`config.mk`:
```
export PLATFORM = sky130hd
export DESIGN_NAME = ram_word_ctrl
export DESIGN_NICKNAME = d
export VERILOG_FILES = /design/src/rtl/mem_pkg.sv /design/src/rtl/mem_arb_rr.sv /design/src/rtl/ram_word_ctrl.sv
export SDC_FILE = /design/constraint.sdc
export NUM_CORES = 1
export LEC_CHECK = 0
export ABC_AREA = 1
export CAP_MARGIN = 15
export CORE_ASPECT_RATIO = 0.7
export CORE_MARGIN = 10
export CORE_UTILIZATION = 54
export DETAILED_ROUTE_END_ITERATION = 10
export HOLD_SLACK_MARGIN = 0.06
export PLACE_DENSITY_LB_ADDON = 0.12
export SLEW_MARGIN = 40
export SYNTH_ARGS = -nofsm -noshare
export SYNTH_HDL_FRONTEND = slang
export SYNTH_SLANG_ARGS = --single-unit
```
`constraint.sdc`:
```
create_clock -name CLK -period 6.98 [get_ports CLK]
set_input_delay 1.396 -clock CLK [delete_from_list [all_inputs] [get_ports CLK]]
set_output_delay 1.396 -clock CLK [all_outputs]
set_load 0.03 [all_outputs]
```
`src/rtl/mem_pkg.sv`:
```
// mem_pkg: shared access-size encoding, controller states and mapped RAM depth.
package mem_pkg;
   localparam int RAM_DEPTH = 1536;
   typedef enum logic [1:0] {SIZE_B = 2'b00, SIZE_H = 2'b01, SIZE_W = 2'b10} size_e;
   typedef enum logic [2:0] {IDLE, RD_ISSUE, RD_CAPT, WR, RESP} state_e;
   function automatic logic [1:0] last_idx(logic [1:0] size);
      return size == SIZE_B ? 2'd0 : size == SIZE_H ? 2'd1 : 2'd3;
   endfunction
endpackage

```
`src/rtl/mem_arb_rr.sv`:
```
// mem_arb_rr: two-way round-robin grant; index 0 is fetch, index 1 is data.
module mem_arb_rr (
   input  logic       clk,
   input  logic       rst,
   input  logic       en,
   input  logic [1:0] req,
   output logic [1:0] gnt
);
   logic last;
   logic pick;
   assign pick = &req ? ~last : req[1];
   assign gnt = en && |req ? (pick ? 2'b10 : 2'b01) : 2'b00;
   always_ff @(posedge clk)
      if (rst) last <= 1'b0;
      else if (|gnt) last <= gnt[1];
endmodule

```
`src/rtl/ram_word_ctrl.sv`:
```
// ram_word_ctrl: serialises fetch and data accesses into byte-wide RAM cycles,
// packing read bytes little-endian and rejecting bad sizes, misalignment and out-of-range bases.
module ram_word_ctrl #(
   parameter int RAM_DEPTH = mem_pkg::RAM_DEPTH,
   parameter int ADDR_W    = 11
) (
   input  logic              CLK,
   input  logic              RST,
   input  logic              IF_REQ,
   input  logic [ADDR_W-1:0] IF_ADDR,
   output logic              IF_GNT,
   output logic              IF_DONE,
   output logic              IF_ERR,
   output logic [31:0]       IF_RDATA,
   input  logic              D_REQ,
   input  logic              D_WE,
   input  logic [1:0]        D_SIZE,
   input  logic [ADDR_W-1:0] D_ADDR,
   input  logic [31:0]       D_WDATA,
   output logic              D_GNT,
   output logic              D_DONE,
   output logic              D_ERR,
   output logic [31:0]       D_RDATA,
   output logic              RAM_RE,
   output logic [ADDR_W-1:0] RAM_RADDR,
   input  logic [7:0]        RAM_RDATA,
   output logic              RAM_WE,
   output logic [ADDR_W-1:0] RAM_WADDR,
   output logic [7:0]        RAM_WDATA
);
   import mem_pkg::*;
   localparam logic [ADDR_W:0] DEPTH = (ADDR_W+1)'(RAM_DEPTH);
   state_e state, nxt_state, st;
   logic [1:0] gnt, size, cnt, g_size;
   logic [ADDR_W-1:0] base, g_addr, cur;
   logic [31:0] wdata, buf_q, nxt_buf, rd_val;
   logic sel, err, g_err, last;
   mem_arb_rr u_arb (
      .clk(CLK),
      .rst(RST),
      .en(state == IDLE && !RST),
      .req({D_REQ, IF_REQ}),
      .gnt(gnt)
   );
   assign g_addr = gnt[1] ? D_ADDR : IF_ADDR;
   assign g_size = gnt[1] ? D_SIZE : SIZE_W;
   assign g_err = g_size == 2'b11 || (g_size == SIZE_H && g_addr[0]) ||
                  (g_size == SIZE_W && g_addr[1:0] != 2'b00) || {1'b0, g_addr} >= DEPTH;
   assign last = cnt == last_idx(size);
   assign cur = base + ADDR_W'(cnt);
   // While reset is held every output behaves as in IDLE.
   assign st = RST ? IDLE : state;
   assign IF_GNT = gnt[0];
   assign D_GNT = gnt[1];
   assign IF_DONE = st == RESP && !sel;
   assign D_DONE = st == RESP && sel;
   assign IF_ERR = IF_DONE && err;
   assign D_ERR = D_DONE && err;
   assign rd_val = state == RD_CAPT ? nxt_buf : '0;
   always_comb begin
      nxt_state = state;
      nxt_buf = buf_q;
      RAM_RE = 1'b0;
      RAM_RADDR = '0;
      RAM_WE = 1'b0;
      RAM_WADDR = '0;
      RAM_WDATA = '0;
      case (st)
         IDLE: nxt_state = !(|gnt) ? IDLE : g_err ? RESP : (gnt[1] && D_WE) ? WR : RD_ISSUE;
         RD_ISSUE: begin
            RAM_RE = 1'b1;
            RAM_RADDR = cur;
            nxt_state = RD_CAPT;
         end
         RD_CAPT: begin
            RAM_RE = 1'b1;
            RAM_RADDR = cur;
            nxt_buf[{cnt, 3'b000} +: 8] = RAM_RDATA;
            nxt_state = last ? RESP : RD_ISSUE;
         end
         WR: begin
            RAM_WE = 1'b1;
            RAM_WADDR = cur;
            RAM_WDATA = wdata[{cnt, 3'b000} +: 8];
            nxt_state = last ? RESP : WR;
         end
         RESP: nxt_state = IDLE;
         default: nxt_state = IDLE;
      endcase
   end
   always_ff @(posedge CLK)
      if (RST) begin
         state <= IDLE;
         cnt <= '0;
         sel <= 1'b0;
         err <= 1'b0;
         size <= '0;
         base <= '0;
         wdata <= '0;
         buf_q <= '0;
         IF_RDATA <= '0;
         D_RDATA <= '0;
      end else begin
         state <= nxt_state;
         buf_q <= state == IDLE ? '0 : nxt_buf;
         cnt <= (state == RD_CAPT || state == WR) && !last ? cnt + 2'd1 : state == IDLE ? '0 : cnt;
         if (|gnt) begin
            sel <= gnt[1];
            base <= g_addr;
            size <= g_size;
            err <= g_err;
            wdata <= D_WDATA;
         end
         // Read data becomes visible together with DONE and then holds.
         if (nxt_state == RESP) begin
            if (state == IDLE ? gnt[1] : sel) D_RDATA <= rd_val;
            else IF_RDATA <= rd_val;
         end
      end
endmodule

```
Yosys cells after proc, flatten, opt, wreduce, memory -nomap -nowiden
Index checks and enable logic that the tools add are counted.
Widths: inputs -> output; s select.
- bits in registers: 148
- latch bits: 0
- memory bits (writable): 0
- memory bits (read-only): 0
- input bits: 69
- output and inout bits: 102
- logic and storage cells: 85
- memories: 0
- $add $sub $neg: 3
- $mul: 0
- divide/modulo/power cells: 0
- magnitude comparators: 1
- equal/unequal tests: 12
- shift operators: 3
- muxes and demuxes: 25
- bitwise operators: 2
- reduce and logical (&&, ||, !) cells: 29
- operator list (operator ; count):
    $mux 32 ; 2
    $mux 11 ; 3
    $bwmux 32 ; 1
    $shift 8x7->32 const A ; 1
    $shiftx 32x6->8 ; 1
    $shiftx 8x7->32 ; 1
    $mux 2 ; 8
    $mux 3 ; 5
    $eq 3x2->1 const B ; 4
    $pmux 3 s4 ; 1
    $add 11x2->11 ; 1
    $ge 11x11->1 const B ; 1
    $logic_and 1x1->1 ; 10
    $mux 8 ; 1
    $reduce_or 2->1 ; 4
    $neg 5->7 ; 1
    $eq 3x3->1 const B ; 2
    $logic_not 3->1 ; 2
    $reduce_and 2->1 ; 3
    $eq 2x1->1 const B ; 2
    $eq 2x2->1 const B ; 2
    $logic_or 1x1->1 ; 4
    $mux 1 ; 4
    $reduce_bool 2->1 ; 2
    other kinds (6) ; 9

Logic depth before layout (Yosys ltp)
- depth in word-level cells: 15
- mapped depth: 16
- gate-level depth less buffers: 15

Hierarchy
From an unflattened synthesis, not the netlist that was laid out.
- cell total of the unflattened synthesis: 1089
- area total of the unflattened synthesis: 7116.8 sq um
- by module, submodules not included (module ; times used ; cells each ; area an instance (sq um) ; seq. area each (sq um)):
    ram_word_ctrl ; 1 ; 1081 ; 7058.0 ; 2962.8
    mem_arb_rr ; 1 ; 8 ; 58.8 ; 20.0

Least setup slack after synthesis
OpenSTA, ideal clock, no wires.
- path type: in2out
- start: input port RST
- end: output port RAM_WADDR[3]
- arrival: 3303 ps
- required time: 5584 ps
- setup slack: 2281 ps
- stages on the path: 7
- path buffers: 2
- path through: buf_4 nor2_1 inv_1 nor2_1 clkinv_1 clkbuf_1 nor2_1
- longest elaborated chain between the ends: 3
- ends and longest elaborated chain (element ; RTL line ; text):
    start, declared ; ram_word_ctrl.sv:8 ; input logic RST,
    $mux 3 ; ram_word_ctrl.sv:52 ; assign st = RST ? IDLE : state;
    $eq 3x2->1 ; ram_word_ctrl.sv:68 ; case (st)
    $mux 11 ; ram_word_ctrl.sv:68 ;
    end, declared ; ram_word_ctrl.sv:28 ; output logic [ADDR_W-1:0] RAM_WADDR,
Every way passes these cells.

Final worst setup path
- start: input port RST
- end: output port RAM_WDATA[4]
- longest elaborated chain between the ends: 3
- ends and longest elaborated chain (element ; RTL line ; text):
    $mux 3 ; ram_word_ctrl.sv:52 ;
    $eq 3x2->1 ; ram_word_ctrl.sv:68 ;
    $mux 8 ; ram_word_ctrl.sv:68 ;
    end, declared ; ram_word_ctrl.sv:29 ; output logic [7:0] RAM_WDATA
Every way passes these cells.

==> impl_metrics.csv <==
group,metric,value,unit
layout,area.growth.synth_to_final,32.9,%
layout,mostFrequentLayoutCell,"sky130_fd_sc_hd__nand2_1",
clock_tree,cts_root_buffer,"sky130_fd_sc_hd__clkbuf_16",
critical_path,worstRegToRegCells,12,
drt,num_vias,6843,
critical_path,critPathTopFamily,"buffers and inverters",
critical_path,cp_max_fo,19,
grt,use_met3,0.0578,
hold_path,worstHoldPathType,"flip-flop to flip-flop",
sta,setup_violations,0,
sta,rsz0062_at_grt,"false",
layout,layout.cells.most_common_list,"sky130_fd_sc_hd__nand2_1 (229), sky130_fd_sc_hd__nor2_1 (182), sky130_fd_sc_hd__clkdlybuf4s50_1 (170), sky130_fd_sc_hd__dfxtp_1 (148), sky130_fd_sc_hd__inv_1 (106)",
synth,syn_inst,1033,
sta,maxClockFrequency,0.179,GHz
hold_path,worstHoldPathCells,2,
clock_tree,ctsHtreeMaxLevel,4,
critical_path,r2r-end,"IF_RDATA[21]",
critical_path,worstSetupPathDepth,7,
grt,grt_util_all_layers,0.216,
layout,multiInputGateArea,3360,sq um
layout,layout.filler_cells,1017,
sta,finalCriticalPeriod,5600,ps
synth,synth.lib_cells_used.distinct,40,
floorplanning,fp.dieW,157,microns
sta,worst_pin_slew,783,ps
synth,synth_seq_area_share,0.419,
grt,largest_net_degree_at_the_start_of_global_routing,57,
synth,postSynthRegisterBits,148,
clock_tree,cts_inserted_buffers,17,
clock_tree,resize_count_post_cts,0,
layout,layout.nets,1247,
drt,routed_via_density,5.09,
clock_tree,cts_clk_pin_slew_worst_paths,60,ps
synth,mappedNetlistNets,1110,
critical_path,path_class,"primary input to primary output",
critical_path,r2r-start,"cnt[0]",
critical_path,slowest_stage,"sky130_fd_sc_hd__clkdlybuf4s50_1",
clock_tree,postCtsHoldBufs,0,
drt,drcViolationCount,0,
grt,globalRouteMet2Util,0.339,
sta,maxSlewViolCount,0,
critical_path,critical_path.n_buffers_inverters,4,
critical_path,timing.critical_path.slowest_cell_delay,720,ps
power_and_ir_drop,power_total,2.54,mW
layout,layout-drive-gt1-share,0.0803,
drt,average_detailed_routed_wire_length_per_instance,14.7,microns
synth,netlist_area,7080,sq um
clock_tree,postCtsSetupRepairBufs,0,
critical_path,critPathCaptureType,"primary output",
floorplanning,core_region_area,12600,sq um
place,gpl.final_weighted_congestion,0.898,
critical_path,cp_cell_sequence,"clkdlybuf4s50_1 > nor2_1 > inv_1 > nor2_1 > clkinv_1 > a21oi_1 > clkdlybuf4s50_1",
floorplanning,die_y,116,microns
hold_path,hold_path_end,"wdata[20]",
grt,grt_util_met1,0.291,
synth,yosysWarnings,0,
synth,syn-mean-instance-area,6.85,sq um
floorplanning,std_cell_rows,34,
critical_path,r2r_setup_slack,3250,ps
critical_path,cp.arrival,4200,ps
clock_tree,clock-sinks,148,
clock_tree,tritoncts_clock_tree,"done",
drt,initialDrtViolationCount,515,
power_and_ir_drop,vdd_ir_drop_max,0.000205,V
hold_path,startpoint_of_the_worst_hold_path,"wdata[20]",
outcome,status,"completed",
clock_tree,clkLatencyLatePin,420,ps
layout,diodes,0,
power_and_ir_drop,cellLeakagePower,3.78,nW
sta,fin_skew,9.80,ps
drt,antenna_violating_nets_post_route,0,
grt,grt-busiest-layer,"met2",
sta,finalCritPeriodShare,0.802,
job,maxCapViolCount,0,
clock_tree,cts.path.max_buffers,2,
drt,detailedRoute.firstPassIterationCount,5,
floorplanning,start_util,0.560,
grt,first_pass_grt_wire_length,32000,microns
sta,final.setup.tns,0,ps
critical_path,crit_required,5580,ps
grt,globalRouteOverflowTotal,0,
critical_path,critical_path.startpoint_type,"primary input",
grt,antenna_found_initial,0,
floorplanning,die_area,18200,sq um
place,place.port_buffers,170,
drt,totalWireLength,19800,microns
sta,timing.max_slew.rel_slack,0.476,
place,place_hpwl,14100,microns
power_and_ir_drop,power_density_over_the_cells,270,nW/um^2
floorplanning,count_of_boundary_i_o_pins,171,
grt,via_count_of_the_first_global_routing_pass,6422,
layout,sequential_cell_area,2960,sq um
sta,hold_violations,0,
-- synth_stat cells --
cell                       number  share of area
sky130_fd_sc_hd__nand3b_1       4         0.0042
sky130_fd_sc_hd__inv_1        106          0.056
sky130_fd_sc_hd__a21oi_1       53          0.037
sky130_fd_sc_hd__nor2_2         5         0.0044
sky130_fd_sc_hd__o32ai_1        1         0.0012
sky130_fd_sc_hd__o21ai_0       80          0.057
sky130_fd_sc_hd__ha_1           7          0.012
sky130_fd_sc_hd__inv_2          9         0.0048
sky130_fd_sc_hd__buf_2         15          0.011
sky130_fd_sc_hd__nor3_2         1         0.0014
sky130_fd_sc_hd__or2_1          3         0.0027
sky130_fd_sc_hd__a31oi_1        7         0.0062
sky130_fd_sc_hd__a21oi_2       29          0.036
sky130_fd_sc_hd__o41ai_1        2         0.0025
sky130_fd_sc_hd__buf_8          3         0.0064
sky130_fd_sc_hd__clkbuf_1      31          0.016
sky130_fd_sc_hd__nand2_2        4         0.0035
sky130_fd_sc_hd__nor2_1       183          0.097
sky130_fd_sc_hd__xnor2_1        5         0.0062
sky130_fd_sc_hd__fa_1           1         0.0028
sky130_fd_sc_hd__o21ai_1        9         0.0064
sky130_fd_sc_hd__nor4_1         1        0.00088
sky130_fd_sc_hd__nand4_1        6         0.0053
sky130_fd_sc_hd__clkinv_1       4         0.0021
sky130_fd_sc_hd__nor3_1         2         0.0014
sky130_fd_sc_hd__xor2_1         5         0.0062
sky130_fd_sc_hd__buf_6          2         0.0032
sky130_fd_sc_hd__nand3_1       59          0.042
sky130_fd_sc_hd__nand2_1      229           0.12
sky130_fd_sc_hd__buf_4          5         0.0053
sky130_fd_sc_hd__nor2_4         1         0.0016
sky130_fd_sc_hd__o21ai_2        1         0.0012
sky130_fd_sc_hd__o31ai_1        2         0.0021
sky130_fd_sc_hd__dfxtp_1      148           0.42
sky130_fd_sc_hd__buf_1          3         0.0016
sky130_fd_sc_hd__nor2_8         1         0.0028
sky130_fd_sc_hd__a211oi_1       1         0.0011
sky130_fd_sc_hd__nand3_2        2         0.0028
sky130_fd_sc_hd__nand2_4        2         0.0032
sky130_fd_sc_hd__a21oi_4        1         0.0023
-- sequential cells by signal (all words and copies together) (netlist names) --
signal	cells
D_RDATA	32
IF_RDATA	32
base	11
buf_q	32
cnt	2
err	1
sel	1
size	2
state	3
wdata	32
-- worst max path at each step --
stage,endpoint,from
2_1_floorplan,RAM_WADDR[3],RST
3_3_place_gp,RAM_WDATA[3],RST
3_5_place_dp,RAM_WDATA[4],RST
4_1_cts,RAM_WDATA[4],RST
5_1_grt,RAM_WDATA[6],RST
6_report,RAM_WDATA[4],RST
-- area by class of cell --
cell class,count,area share
clock buffer,18,0.0456
clock inverter,14,0.0262
inverter,119,0.0475
multi-input combinational,707,0.358
sequential,148,0.315
tap,162,0.0215
timing repair buffer,177,0.186
-- through the flow --
step	utilization	hold slack (ps)	instances	instance area, sq um	setup WS [ps]
6_report	0.745	454	1345	9410	1380
5_1_grt	0.745	471	1345	9410	1070
4_1_cts	0.744	456	1345	9400	1380
3_5_place_dp	0.691	446	1313	8730	1400
3_3_place_gp	0.691	443	1313	8730	1550
2_1_floorplan	-	430	1033	7080	2280
-- metal layers --
| layer | wire (microns) | part of all wire |
|---|---|---|
| met4 | 164 | 0.0083 |
| met1 | 9250 | 0.47 |
| met3 | 1840 | 0.093 |
| met5 | 0 | 0 |
| met2 | 8570 | 0.43 |
-- worst register-to-register path: stages, from the launching register on --
cell and delay (ps):
sky130_fd_sc_hd__dfxtp_1 380, sky130_fd_sc_hd__buf_4 340, sky130_fd_sc_hd__clkinv_1 610, sky130_fd_sc_hd__ha_1 700, sky130_fd_sc_hd__inv_1 240, sky130_fd_sc_hd__nor2_1 450, sky130_fd_sc_hd__nand3_1 120, sky130_fd_sc_hd__nand2_1 90
sky130_fd_sc_hd__o21ai_0 100, sky130_fd_sc_hd__nor2_1 320, sky130_fd_sc_hd__nand3b_1 170, sky130_fd_sc_hd__nand2_1 70, sky130_fd_sc_hd__nor2_1 100
-- kinds of logic after synthesis --
kind of cell / synth area share
fa+ha+maj: 0.0152
compound gates: 0.153
buf+inv: 0.107
flops: 0.419
xor+xnor: 0.0124
simple gates: 0.294
-- where the power goes --
group,switching (mW),internal [mW]
logic,0.333,0.198
clock network,0.366,0.676
registers,0.0455,0.922
total,0.744,1.80
No activity file was read; power rests on OpenSTA's default activity.
==> variant, RTL diff (same flow settings) <==
Set the parameter `ADDR_W` to 10 (it was 11).
--- a/src/rtl/ram_word_ctrl.sv
+++ b/src/rtl/ram_word_ctrl.sv
@@ -3,5 +3,5 @@
 module ram_word_ctrl #(
    parameter int RAM_DEPTH = mem_pkg::RAM_DEPTH,
-   parameter int ADDR_W    = 11
+   parameter int ADDR_W    = 10
 ) (
    input  logic              CLK,
Interface: changed (resized D_ADDR, IF_ADDR, RAM_RADDR and RAM_WADDR); port bits go from 171 to 167. The function was not compared with the original's and may differ.
==> variant against the original RTL <==
Area after synthesis is 2.2% lower. Worst setup slack better by 0.065 ns. Design area is 2.8% lower. Wire length is 3.3% lower. Sequential power hardly changed. Combinational power is 8.9% higher. Power is 2.7% lower. Sequential cell count is 1 lower. Critical path type unchanged. Critical endpoint unchanged. Largest cell class unchanged. Highest routed layer unchanged.
==> variant: results (changes against the original RTL) <==
{
  "global_routing": {
    "global_route_met3_utilization": {"value": 0.06306, "change": "was 0.05776"},
    "grt.met2_usage": {"value": 0.3393, "change": "about the same"},
    "grt_first_pass_wirelength": {"value": 31820, "unit": "µm", "change": "was 32,040 µm"},
    "vias_in_the_first_global_route": {"value": 6336, "change": "was 6,422"}
  },
  "placed_design": {
    "detailed_place_hpwl": {"value": 13280, "unit": "µm", "change": "was 14,050 µm"},
    "gp_routability_congestion": {"value": 0.8341, "change": "was 0.8984"},
    "pre_cts_slack": {"value": 1.465, "unit": "ns", "change": "was 1.398 ns"}
  },
  "cells_and_area": {
    "multiInputCombCellCount": {"value": 684, "change": "was 707"},
    "area.share.sequential": {"value": 0.3220, "change": "was 0.3150"},
    "bufAreaShareNonClock": {"value": 0.1867, "change": "was 0.1865"},
    "share_of_post_route_cells_with_drive_strength_above_1": {"value": 0.05488, "change": "was 0.08030"},
    "clk_share": {"value": 0.06502, "change": "was 0.07183"},
    "n_all_inverters": {"value": 115, "change": "was 119"},
    "fill_cells": {"value": 1039, "change": "was 1,017"}
  },
  "routing": {
    "avgRoutedWirePerCell": {"value": 14.64, "unit": "µm", "change": "was 14.74 µm"},
    "met3_length": {"value": 1400, "unit": "µm", "change": "was 1838 µm"},
    "detail_route.wirelength.met1": {"value": 8705, "unit": "µm", "change": "was 9248 µm"},
    "routed-wl-met2": {"value": 8819, "unit": "µm", "change": "was 8571 µm"},
    "routed-via-count": {"value": 6664, "change": "was 6,843"}
  },
  "synth": {
    "synth_fa_ha_area_frac": {"value": 0.01554, "change": "was 0.01520"},
    "netlist-cell-type-count": {"value": 37, "change": "was 40"},
    "synth_fp_nets": {"value": 1084, "change": "was 1,110"},
    "yosys-top-cells-count": {"value": "202 x sky130_fd_sc_hd__nand2_1, 154 x sky130_fd_sc_hd__nor2_1, 147 x sky130_fd_sc_hd__dfxtp_1", "change": "was 229 x sky130_fd_sc_hd__nand2_1, 183 x sky130_fd_sc_hd__nor2_1, 148 x sky130_fd_sc_hd__dfxtp_1"}
  },
  "pwr": {
    "p_sw": {"value": 0.7682, "unit": "mW", "change": "was 0.7441 mW"},
    "leakage": {"value": 3.465, "unit": "nW", "change": "was 3.777 nW"},
    "ir_drop": {"value": 0.0001735, "unit": "V", "change": "was 0.0002051 V"}
  },
  "critical_path": {
    "crit_arrival": {"value": 4.14, "unit": "ns", "change": "was 4.20 ns"}
  },
  "run_status": {
    "status": {"value": "finished, final reports clean", "change": "unchanged"}
  },
  "timing": {
    "worst_clock_skew": {"value": 0.009778, "unit": "ns", "change": "was 0.009804 ns"}
  }
}
-- variant: path summary, 6_finish.rpt --
kind / start / end / slack (ns) / cells past startpoint
setup / recovery: RST / RAM_WDATA[4] / 1.45 / 7
hold / removal: wdata[22]$_SDFFE_PP0N_ / wdata[22]$_SDFFE_PP0N_ / 0.46 / 2
setup reg to reg: cnt[1]$_SDFFE_PP0P_ / IF_RDATA[22]$_SDFFE_PP0P_ / 3.40 / 10
hold reg to reg: wdata[22]$_SDFFE_PP0N_ / wdata[22]$_SDFFE_PP0N_ / 0.46 / 2
-- variant: through the flow --
step	area [µm²]	cells	utilization
global route	9140	1310	0.7333
floorplan	6923	1009	-
global placement	8532	1280	0.6845
CTS	9140	1310	0.7333
finish	9140	1310	0.7333
detailed placement	8546	1280	0.6856
-- variant: power groups by stage --
stage	registers [mW]	clock network [mW]	logic, mW
after floorplan	1.06	0	0.311
after global placement	0.985	0	0.572
after detailed placement	0.988	0	0.575
after CTS	0.970	0.931	0.580
after global routing	0.979	0.972	0.641
final	0.970	0.923	0.578
